## src/rtl/lfsr_checker_param.sv

```systemverilog
// lfsr_checker_param: self-synchronising PRBS/LFSR checker.
// Seeds its expected word from the received stream, hunts for LOCK_CNT
// consecutive matches, then flywheels the sequence and counts errors until
// UNLOCK_CNT consecutive mismatches drop it back to hunting.
module lfsr_checker_param #(
    parameter int unsigned       WIDTH      = 8,
    parameter logic [WIDTH-1:0]  POLY       = 8'h8D,
    parameter bit                ZERO_INS   = 1'b1,
    parameter int unsigned       LOCK_CNT   = 5,
    parameter int unsigned       UNLOCK_CNT = 4,
    parameter int unsigned       CNT_W      = 16
) (
    input  logic             clk,
    input  logic             i_reset,
    input  logic             i_valid,
    input  logic [WIDTH-1:0] i_data,
    input  logic             i_resync,
    input  logic             i_clear,
    output logic             o_lock,
    output logic             o_match,
    output logic             o_err,
    output logic [CNT_W-1:0] o_err_count,
    output logic [WIDTH-1:0] o_expected
);

    typedef enum logic [1:0] {ST_SEED, ST_HUNT, ST_LOCK} state_t;

    // Counters compare against "last" values so an 8-bit count covers 1..255.
    localparam logic [7:0] LOCK_LAST   = 8'(LOCK_CNT - 1);
    localparam logic [7:0] UNLOCK_LAST = 8'(UNLOCK_CNT - 1);

    // One Galois step; the zero-insertion term lets the sequence visit all-zero.
    function automatic logic [WIDTH-1:0] lfsr_next(input logic [WIDTH-1:0] s);
        logic             fb;
        logic [WIDTH-1:0] n;
        fb   = s[WIDTH-1] ^ (ZERO_INS && (s[WIDTH-2:0] == '0));
        n    = '0;
        n[0] = fb;
        for (int i = 1; i < WIDTH; i++) begin
            n[i] = s[i-1] ^ (POLY[i] & fb);
        end
        return n;
    endfunction

    state_t             state_q, state_d;
    logic [WIDTH-1:0]   exp_q, exp_d;
    logic [7:0]         match_cnt_q, match_cnt_d;
    logic [7:0]         miss_cnt_q, miss_cnt_d;
    logic               match_q, match_d;
    logic               err_q, err_d;
    logic [CNT_W-1:0]   err_cnt_q, err_cnt_d;
    logic               err_inc;
    logic               hit;

    assign hit = (i_data == exp_q);

    // State register.
    always_ff @(posedge clk) begin
        if (i_reset) state_q <= ST_SEED;
        else         state_q <= state_d;
    end

    // Next-state: seed -> hunt -> lock, back to hunt on a run of misses.
    always_comb begin
        state_d = state_q;
        if (i_resync) begin
            state_d = ST_SEED;
        end else if (i_valid) begin
            case (state_q)
                ST_SEED: state_d = ST_HUNT;
                ST_HUNT: if (hit && match_cnt_q == LOCK_LAST) state_d = ST_LOCK;
                ST_LOCK: if (!hit && miss_cnt_q == UNLOCK_LAST) state_d = ST_HUNT;
                default: state_d = ST_SEED;
            endcase
        end
    end

    // Datapath next values: expected word, run counters, per-word flags.
    always_comb begin
        exp_d       = exp_q;
        match_cnt_d = match_cnt_q;
        miss_cnt_d  = miss_cnt_q;
        match_d     = 1'b0;
        err_d       = 1'b0;
        err_inc     = 1'b0;
        if (i_resync) begin
            // Word in this cycle is dropped; error count is deliberately kept.
            match_cnt_d = '0;
            miss_cnt_d  = '0;
        end else if (i_valid) begin
            case (state_q)
                ST_SEED: begin
                    exp_d       = lfsr_next(i_data);
                    match_cnt_d = '0;
                    miss_cnt_d  = '0;
                end
                ST_HUNT: begin
                    if (hit) begin
                        match_d     = 1'b1;
                        exp_d       = lfsr_next(exp_q);
                        match_cnt_d = (match_cnt_q == LOCK_LAST) ? 8'd0 : match_cnt_q + 8'd1;
                    end else begin
                        // Unlocked mismatches just reseed; they are not errors.
                        exp_d       = lfsr_next(i_data);
                        match_cnt_d = '0;
                    end
                end
                ST_LOCK: begin
                    exp_d = lfsr_next(exp_q);
                    if (hit) begin
                        match_d    = 1'b1;
                        miss_cnt_d = '0;
                    end else begin
                        err_d   = 1'b1;
                        err_inc = 1'b1;
                        if (miss_cnt_q == UNLOCK_LAST) begin
                            exp_d       = lfsr_next(i_data);
                            miss_cnt_d  = '0;
                            match_cnt_d = '0;
                        end else begin
                            miss_cnt_d = miss_cnt_q + 8'd1;
                        end
                    end
                end
                default: ;
            endcase
        end
    end

    // Saturating error counter; clear beats a same-cycle increment.
    always_comb begin
        err_cnt_d = err_cnt_q;
        if (i_clear)                        err_cnt_d = '0;
        else if (err_inc && err_cnt_q != '1) err_cnt_d = err_cnt_q + 1'b1;
    end

    // Datapath registers.
    always_ff @(posedge clk) begin
        if (i_reset) begin
            exp_q       <= '0;
            match_cnt_q <= '0;
            miss_cnt_q  <= '0;
            match_q     <= 1'b0;
            err_q       <= 1'b0;
            err_cnt_q   <= '0;
        end else begin
            exp_q       <= exp_d;
            match_cnt_q <= match_cnt_d;
            miss_cnt_q  <= miss_cnt_d;
            match_q     <= match_d;
            err_q       <= err_d;
            err_cnt_q   <= err_cnt_d;
        end
    end

    // Outputs are all straight from flops.
    always_comb begin
        o_lock      = (state_q == ST_LOCK);
        o_match     = match_q;
        o_err       = err_q;
        o_err_count = err_cnt_q;
        o_expected  = exp_q;
    end

endmodule

```

## config.mk

```make
export PLATFORM = sky130hd
export DESIGN_NAME = lfsr_checker_param
export DESIGN_NICKNAME = d
export VERILOG_FILES = /design/src/rtl/lfsr_checker_param.sv
export SDC_FILE = /design/constraint.sdc
export NUM_CORES = 1
export LEC_CHECK = 0
export ABC_AREA = 1
export BUFFER_PORTS_ARGS = -buffer_cell sky130_fd_sc_hd__clkbuf_2
export CAP_MARGIN = 5
export CORE_MARGIN = 2
export CORE_UTILIZATION = 32
export DETAILED_ROUTE_END_ITERATION = 8
export PLACE_DENSITY = 0.58
export SLEW_MARGIN = 20
export SYNTH_ARGS = -nofsm -noshare
export SYNTH_HDL_FRONTEND = slang
export SYNTH_SLANG_ARGS = --single-unit
```

## constraint.sdc

```tcl
create_clock -name clk -period 2 [get_ports clk]
set_input_delay 0.3 -clock clk [delete_from_list [all_inputs] [get_ports clk]]
set_output_delay 0.3 -clock clk [all_outputs]
set_load 0.005 [all_outputs]
```

==> impl_metrics.ini <==
[logic_synthesis]
yosys.cell_count.top_type = nand2_1
synth-seq-area-share = 0.306
syn_area_um2 = 2880
ys_seq_elements = 44
synth_top_area_share = 0.306
postSynthAreaPerCell_um2 = 6.60
syn_nets = 458
synth-edff-count = 0
synth-main-ff-cell = dfxtp_1
netlist_instances = 436
yosys.area.top_type = dfxtp_1
async_reset_ff_frac = 0
yosysUniqueCellTypes = 33
synthTopCellsByArea = dfxtp_1, nand2_1, nand3_1
ys_warn_count = 0
synth_common_cells = nand2_1, inv_1, nand3_1

[cts]
h-tree-depth = 2
cts_made_buffers = 5
postCtsSetupBuffers = 0
hold_buffers = 0
path_clk_slew_ns = 0.09
clock_sinks = 44
clk_latency_ns = 0.30
cts_tree = done
ctsLongestPathBuffers = 2
clockRootBuffer = clkbuf_8

[drt]
drt_iter0_markers = 153
finalWirelength_um = 7250
vias = 2895
routed_via_density = 4.87
drcViolationCount = 0
antenna_left = 0
drt_pass1_iterations = 4
post_drt_wl_per_cell_um = 12.2

[min_path]
hp-class = in2reg

[worst_setup_path]
critPathMaxFanout = 7
crit_type = reg2reg
critPathLaunchType = flip-flop
cp.required_ns = 2.22
cp-end-kind = flip-flop
cp.arrival_ns = 2.01

[flow_run]
drv_cap = 0

[die]
core_area_um2 = 8720
pin_count = 40
die_w_um = 98.8
start_util = 0.330
die_height_um = 98.8
die-area_um2 = 9760
rows = 34

[global_routing]
grt_first_pass_wirelength_um = 12500
overflow = 0
antenna_found_initial = 0
grt_max_degree = 18
grt_pass1_vias = 2758
grt_util_all_layers = 0.152

[power]
p_switching_uw = 502
p_clk_frac = 0.330
power_mw = 1.78
seqPwrFrac = 0.511
p_per_area_nw_per_um2 = 533
leakage_nw = 1.34
power.internal_mw = 1.27
switching_share = 0.282
comb_power_share = 0.159
vdd_ir_drop_max_mv = 0.249

[finish]
drive_gt1_frac = 0.175
postLayoutCellArea_um2 = 3330
diodes = 0
multi_input_area_um2 = 1730
area_growth_pct = 15.8
final-seq-area_um2 = 881
final_nets = 507
nFillCells = 924

[placed_design]
gp_congestion = 0.872
dp_hpwl_um = 5700
dpl_cell_area_um2 = 3230
io_buffers = 39

[sta]
layout_worst_path_cycle_share = 0.895
slew-limit-headroom = 0.702
tns_ns = 0
maxSlewViolCount = 0
tightest_slew_ns = 0.443
finalCriticalPeriod_ns = 1.79
hold_viol_final = 0
clock.fmax_ghz = 0.559
finClkSkew_ns = 0.0114
rsz0062_at_grt = false
setup_viol = 0

[outcome]
outcome = finished, final reports clean
## area by class of cell
class | instances | share of cell area
inverters | 56 | 0.0631
well taps | 108 | 0.0406
multi-input cells | 327 | 0.519
repair buffers | 51 | 0.0857
clock buffers | 8 | 0.0270
flip-flops and latches | 44 | 0.264
## flip-flops by register name, indices dropped and copies added (netlist names)
| register | count |
|---|---|
| match_cnt_q | 8 |
| miss_cnt_q | 8 |
| o_err | 1 |
| o_err_count | 16 |
| o_expected | 8 |
| o_match | 1 |
| state_q | 2 |
## what timing repair did
action,4_1_cts,5_1_grt
setup endpoints to repair,0,11
endpoints found under the hold margin,0,0
resized for setup,0,3
## per-layer routing
layer  vias up  global-route usage  wire, um
li1       1502                   -         -
met1      1325               0.208      3450
met2        57               0.244      3370
met3        11              0.0326       315
met4         0              0.0411       112
met5         -                   0         0
## cells by family after synthesis
kind of cell / share of synthesized area
flops: 0.306
fa+ha+maj: 0.0391
simple gates: 0.364
buf+inv: 0.0966
xor+xnor: 0.0731
compound gates: 0.121
## through the flow
stage | utilization | hold slack [ns] | setup slack [ns] | cells
after floorplan | - | 0.462 | 0.241 | 436
after global placement | 0.370 | 0.478 | 0.147 | 586
after detailed placement | 0.370 | 0.487 | 0.125 | 586
after CTS | 0.381 | 0.324 | 0.0957 | 594
after global routing | 0.382 | 0.333 | 0.0208 | 594
final | 0.382 | 0.317 | 0.211 | 594
## final timing paths
path,startpoint,end,slack (ns),depth (start not counted)
max,state_q[0],miss_cnt_q[5],0.21,7
min reg2reg,match_cnt_q[3],match_cnt_q[3],0.49,2
min,i_reset,o_expected[6],0.32,2
max reg2reg,state_q[0],miss_cnt_q[5],0.21,7
## placed cells by master, fill, tap and decap left out
cell type | synthesis | final
inv_1 | 50 | 50
xor2_1 | 18 | 18
nor2_2 | 2 | 3
and2_2 | 1 | 1
o21bai_1 | 1 | 1
or2_2 | 3 | 3
a21oi_1 | 42 | 42
o21ai_1 | 2 | 1
xnor2_1 | 6 | 6
clkbuf_8 | 0 | 6
nand2_1 | 101 | 101
buf_4 | 1 | 12
o21ai_4 | 1 | 1
nand2_4 | 3 | 4
nor3_2 | 2 | 2
dfxtp_1 | 44 | 44
nand4_2 | 1 | 1
nand3_1 | 46 | 46
nor2_4 | 2 | 2
inv_2 | 5 | 5
ha_1 | 9 | 9
o21ai_2 | 1 | 2
nor3b_1 | 1 | 1
clkbuf_1 | 4 | 2
clkinv_1 | 1 | 1
nor3b_2 | 1 | 1
nor2_1 | 42 | 41
nand4_1 | 3 | 3
clkbuf_2 | 0 | 39
nor3_1 | 14 | 14
o21ai_0 | 16 | 16
o211ai_1 | 2 | 2
nor4_1 | 3 | 3
nand2_2 | 4 | 3
## power groups by stage
stage,Combinational [mW],Sequential (mW),Clock [mW]
5_1_grt,0.319,0.911,0.643
3_5_place_dp,0.280,0.929,0
3_3_place_gp,0.278,0.929,0
2_1_floorplan,0.185,0.930,0
6_report,0.282,0.908,0.585
4_1_cts,0.281,0.908,0.607
## critical path, cell delays in order, from the launching register on
cell,delay (ns)
dfxtp_1,0.41
inv_1,0.09
ha_1,0.32
o21ai_2,0.28
inv_1,0.14
o21ai_1,0.10
nand2_1,0.19
nor3b_2,0.19
Note: power is estimated with default switching activity, not from simulation.
